<file path="src/rtl/cpu_pkg.sv">
// cpu_pkg: opcode and ALU function constants plus the packed control word shared by decoder and ALU.
package cpu_pkg;
    localparam logic [7:0] OP_LOADI = 8'h00;
    localparam logic [7:0] OP_MOV   = 8'h01;
    localparam logic [7:0] OP_ADD   = 8'h02;
    localparam logic [7:0] OP_SUB   = 8'h03;
    localparam logic [7:0] OP_AND   = 8'h04;
    localparam logic [7:0] OP_OR    = 8'h05;
    localparam logic [2:0] ALU_FWD  = 3'b000;
    localparam logic [2:0] ALU_ADD  = 3'b001;
    localparam logic [2:0] ALU_AND  = 3'b010;
    localparam logic [2:0] ALU_OR   = 3'b011;
    typedef struct packed {
        logic       reg_write_enable;
        logic       negate;
        logic       alu_source;
        logic [2:0] aluop;
    } ctrl_t;
    localparam ctrl_t CTRL_NOP = '{reg_write_enable: 1'b0, negate: 1'b0, alu_source: 1'b0, aluop: ALU_FWD};
endpackage

</file>
<file path="src/rtl/control_decode.sv">
// control_decode: combinational opcode to control-word decode.
//   opcode_i  in  8  full opcode, all bits compared
//   ctrl_o    out    control word; unknown opcodes decode to NOP
module control_decode
    import cpu_pkg::*;
(
    input  logic [7:0] opcode_i,
    output ctrl_t      ctrl_o
);
    always_comb begin
        ctrl_o = CTRL_NOP;
        case (opcode_i)
            OP_LOADI: ctrl_o = '{reg_write_enable: 1'b1, negate: 1'b0, alu_source: 1'b1, aluop: ALU_FWD};
            OP_MOV:   ctrl_o = '{reg_write_enable: 1'b1, negate: 1'b0, alu_source: 1'b0, aluop: ALU_FWD};
            OP_ADD:   ctrl_o = '{reg_write_enable: 1'b1, negate: 1'b0, alu_source: 1'b0, aluop: ALU_ADD};
            // subtract is an ADD of the two's-complement negated operand
            OP_SUB:   ctrl_o = '{reg_write_enable: 1'b1, negate: 1'b1, alu_source: 1'b0, aluop: ALU_ADD};
            OP_AND:   ctrl_o = '{reg_write_enable: 1'b1, negate: 1'b0, alu_source: 1'b0, aluop: ALU_AND};
            OP_OR:    ctrl_o = '{reg_write_enable: 1'b1, negate: 1'b0, alu_source: 1'b0, aluop: ALU_OR};
            default:  ctrl_o = CTRL_NOP;
        endcase
    end
endmodule

</file>
<file path="src/rtl/control_unit.sv">
// control_unit: registered instruction decoder for the 8-bit single-cycle processor.
//   CLK             in   1  processor clock, rising edge
//   RESET           in   1  asynchronous active-low reset, clears all outputs
//   opcode          in   8  instruction opcode field
//   regWriteEnable  out  1  write ALU result to destination register
//   negate          out  1  negate operand 2 before the ALU
//   aluSource       out  1  1 = immediate operand, 0 = register operand 2
//   aluop           out  3  ALU function code
module control_unit
    import cpu_pkg::*;
(
    input  logic       CLK,
    input  logic       RESET,
    input  logic [7:0] opcode,
    output logic       regWriteEnable,
    output logic       negate,
    output logic       aluSource,
    output logic [2:0] aluop
);
    ctrl_t ctrl_d;
    ctrl_t ctrl_q;
    control_decode u_decode (
        .opcode_i (opcode),
        .ctrl_o   (ctrl_d)
    );
    // one register for the whole word so all outputs change on the same edge
    always_ff @(posedge CLK or negedge RESET) begin
        if (!RESET) ctrl_q <= CTRL_NOP;
        else        ctrl_q <= ctrl_d;
    end
    assign regWriteEnable = ctrl_q.reg_write_enable;
    assign negate         = ctrl_q.negate;
    assign aluSource      = ctrl_q.alu_source;
    assign aluop          = ctrl_q.aluop;
endmodule

</file>
<file path="config.mk">
export PLATFORM = sky130hd
export DESIGN_NAME = control_unit
export DESIGN_NICKNAME = d
export VERILOG_FILES = /design/src/rtl/cpu_pkg.sv /design/src/rtl/control_decode.sv /design/src/rtl/control_unit.sv
export SDC_FILE = /design/constraint.sdc
export NUM_CORES = 1
export LEC_CHECK = 0
export ABC_AREA = 1
export CAP_MARGIN = 20
export CELL_PAD_IN_SITES_DETAIL_PLACEMENT = 1
export CELL_PAD_IN_SITES_GLOBAL_PLACEMENT = 2
export CORE_UTILIZATION = 15
export CTS_CLUSTER_SIZE = 12
export DETAILED_ROUTE_END_ITERATION = 10
export GPL_ROUTABILITY_DRIVEN = 0
export GPL_TIMING_DRIVEN = 0
export PLACE_DENSITY_LB_ADDON = 0.1
export SYNTH_ARGS = -nofsm -noshare
export SYNTH_HDL_FRONTEND = slang
export SYNTH_SLANG_ARGS = --single-unit
</file>
<file path="constraint.sdc">
create_clock -name CLK -period 0.8 [get_ports CLK]
set_clock_uncertainty 0.15 [all_clocks]
set_input_delay 0.24 -clock CLK [delete_from_list [all_inputs] [get_ports CLK]]
set_output_delay 0.24 -clock CLK [all_outputs]
set_load 0.05 [all_outputs]
</file>
==> out/metrics.yaml, run 1 <==
status:
  outcome: "finished, violations left"
  violations_in_the_final_reports: "negative setup slack"
timing:
  final_critical_path_setup_slack_ns: -0.368
  slew_viol_final: 0
  finalWorstPathRequiredPeriod_ns: 1.17
  clock.fmax_ghz: 0.856
  min_period_over_period_pct: 146
  grt_setup_unrepaired: "yes"
  setup-tns-final_ns: -1.82
  timing.final.hold_violations: 0
  finalSetupViolations: 5
worst_setup_path:
  setup.worst_path.end_class: "output port"
  critPathLaunchType: "flop"
  cp_slowest_stage_delay_ns: 0.39
  worstSetupPathType: "reg -> out"
  worstPathCellList: "buf_6"
  critPathMaxFanout: 1
  timing.critical_path.max_delay_family: "flip-flops"
  cp_data_arrival_time_ns: 0.78
  cp_max_delay_cell: "dfrtp_2"
  cp.required_ns: 0.41
  path_buf_inv: 1
power:
  power_density_mw_per_mm2: 1450
  vdd.ir_drop.worst_mv: 0.249
  p_leak_nw: 0.240
floorplanning:
  fp-row-count: 14
  effective_utilization_at_floorplan_pct: 16.3
  die_area_mm2: 0.00184
  design.portCount: 16
  design.core.area_mm2: 0.00154
  fp.dieH_um: 42.9
  die_w_um: 42.9
hold_path:
  holdCritPathClass: "in -> async"
yosys:
  syn_area_um2: 251
  synth-xor-area-share_pct: 0
  yosys-mux-area-fraction_pct: 0
  synth_area_per_cell_um2: 7.19
  synthCells: 35
  yosys.cell_types.count: 10
  yosys_register_bits: 5
  synth.net_count: 45
  synth-compound-area-share_pct: 1.99
  combinational_family_with_the_most_area_after_synthesis: "simple AND/OR/NAND/NOR gates"
  simple_gate_share_of_the_synthesized_area_pct: 30.3
  synth_fa_ha_area_share_pct: 0
  sequential_to_total_area_share_from_yosys_stat_pct: 49.8
  yosys_warnings: 0
clock_tree:
  cts-root-buf: "clkbuf_4"
  htreeDepth: 1
  numCtsBuffers: 3
  cts_sinks: 5
  max-clock-path-buffers: 2
  clk_transition_reported_paths_ns: 0.04
  cts_tree: "built"
drt:
  first_pass_iters: 1
  drt_wl_total_um: 591
  drt_first_iter_violations: 0
  wirelength_met1_um: 226
  via_per_inst: 3.83
  ant_nets: 0
  met2RoutedLength_um: 297
  route.detailed.wl_per_inst_um: 8.44
  wl_met3_um: 59
  route.detailed.drc: 0
  via_count: 268
  dr.max_layer_used: "met4"
global_route:
  first_pass_grt_wire_length_um: 979
  grt_util_all_layers_pct: 7.69
  grt_antenna_before_repair: 0
  largest_net_degree_at_the_start_of_global_routing: 6
  residual_overflow_from_global_routing: 0
  vias_in_the_first_global_route: 265
placement:
  dp_hpwl_um: 501
  place.detailed.instances: 65
  portBuffers: 14
finish:
  syn2layout_area_growth_pct: 80.1
  antenna-diode-count: 0
  proportion_of_layout_cells_with_a_drive_suffix_above_1_pct: 64.8
  design.final.nets: 65
  finalNonFillerCells: 70
run:
  cap_viol_max_count: 0
[what timing repair did]
action / 4_1_cts / 5_1_grt
setup buffers: 1 / 0
hold buffers: 0 / 0
pin swaps: 7 / 4
endpoints found under the setup margin: 10 / 10
resized for setup: 64 / 10
[synth_stat cells]
master   count  share of area, %
buf_4        1               3.0
inv_1        9                13
nand3_1      3               6.0
nor2_2       1               2.5
nand2_1      8                12
a21oi_1      1               2.0
conb_1       1               1.5
nor2_1       5               7.5
or2_1        1               2.5
dfrtp_1      5                50
[metrics by stage]
step / power, mW / hold WS [ns] / utilization (%) / instance area [µm²] / worst slack, ns
finish: 0.656 / 0.0718 / 29.4 / 453 / -0.368
global route: 0.707 / 0.0701 / 29.4 / 453 / -0.401
CTS: 0.673 / 0.0709 / 30.7 / 473 / -0.383
detailed placement: 0.373 / 0.327 / 27.1 / 418 / -0.705
global placement: 0.369 / 0.319 / 27.1 / 418 / -0.699
floorplan: 0.310 / -0.206 / - / 258 / -0.0747
[final timing paths]
kind,startpoint,end,slack (ns),depth (start not counted)
hold / removal,RESET,aluop[0],0.07,1
max in group asynchronous,RESET,regWriteEnable,0.23,1
min in group CLK,opcode[1],negate,0.11,3
setup / recovery,negate,negate,-0.37,1
[sequential cells by signal, summed over array words and instances, names as in the netlist]
| name | count |
|---|---|
| aluop | 2 |
| negate | 1 |
| regWriteEnable | 1 |
| aluSource | 1 |
[area by class of cell]
cell class                 count  area, µm²
tap                           16       20.0
sequential                     5        131
timing repair buffer          15        118
clock buffer                   4       26.3
buffer                         1       7.51
inverter                       9       33.8
fill                         199       1090
multi-input combinational     20        116
[where the power goes]
part	total, mW	internal [mW]	switching [mW]
registers	0.257	0.256	0.000853
logic	0.114	0.0459	0.0679
clock network	0.285	0.188	0.0969
total	0.656	0.490	0.166
[cell families after synthesis]
kind of cell           count (synthesis)
AND/OR/NAND/NOR                       18
buffers and inverters                 10
flip-flops                             5
AO/OA/AOI/OAI                          1
other                                  1
[per-layer routing]
metal  vias to the layer above  track usage, %
met5                         -               0
met3                         2            3.83
met1                       115            6.75
met4                         0            7.27
met2                        16            12.4
li1                        135               -
[cells in the final DEF (no fill, tap or decap)]
cell type        count
nor2_2               1
inv_1                4
nand3_1              2
inv_2                5
clkbuf_1             1
conb_1               1
clkbuf_2             2
buf_6                5
dlygate4sd2_1        1
a21oi_2              1
dfrtp_2              5
clkdlybuf4s50_1      1
buf_2                5
nand2_1              4
or2_1                1
nor2_1               4
nand2_2              3
nor2_4               1
clkbuf_4             3
nand2_4              1
nand3_2              1
buf_4                2
(Power assumes the default switching activity.)
==> run 2, diff against run 1 <==
Settings changed: CAP_MARGIN 20 to 10.
==> results of run 2 <==
Final layout, timing and power as in run 1 (identical DEF).
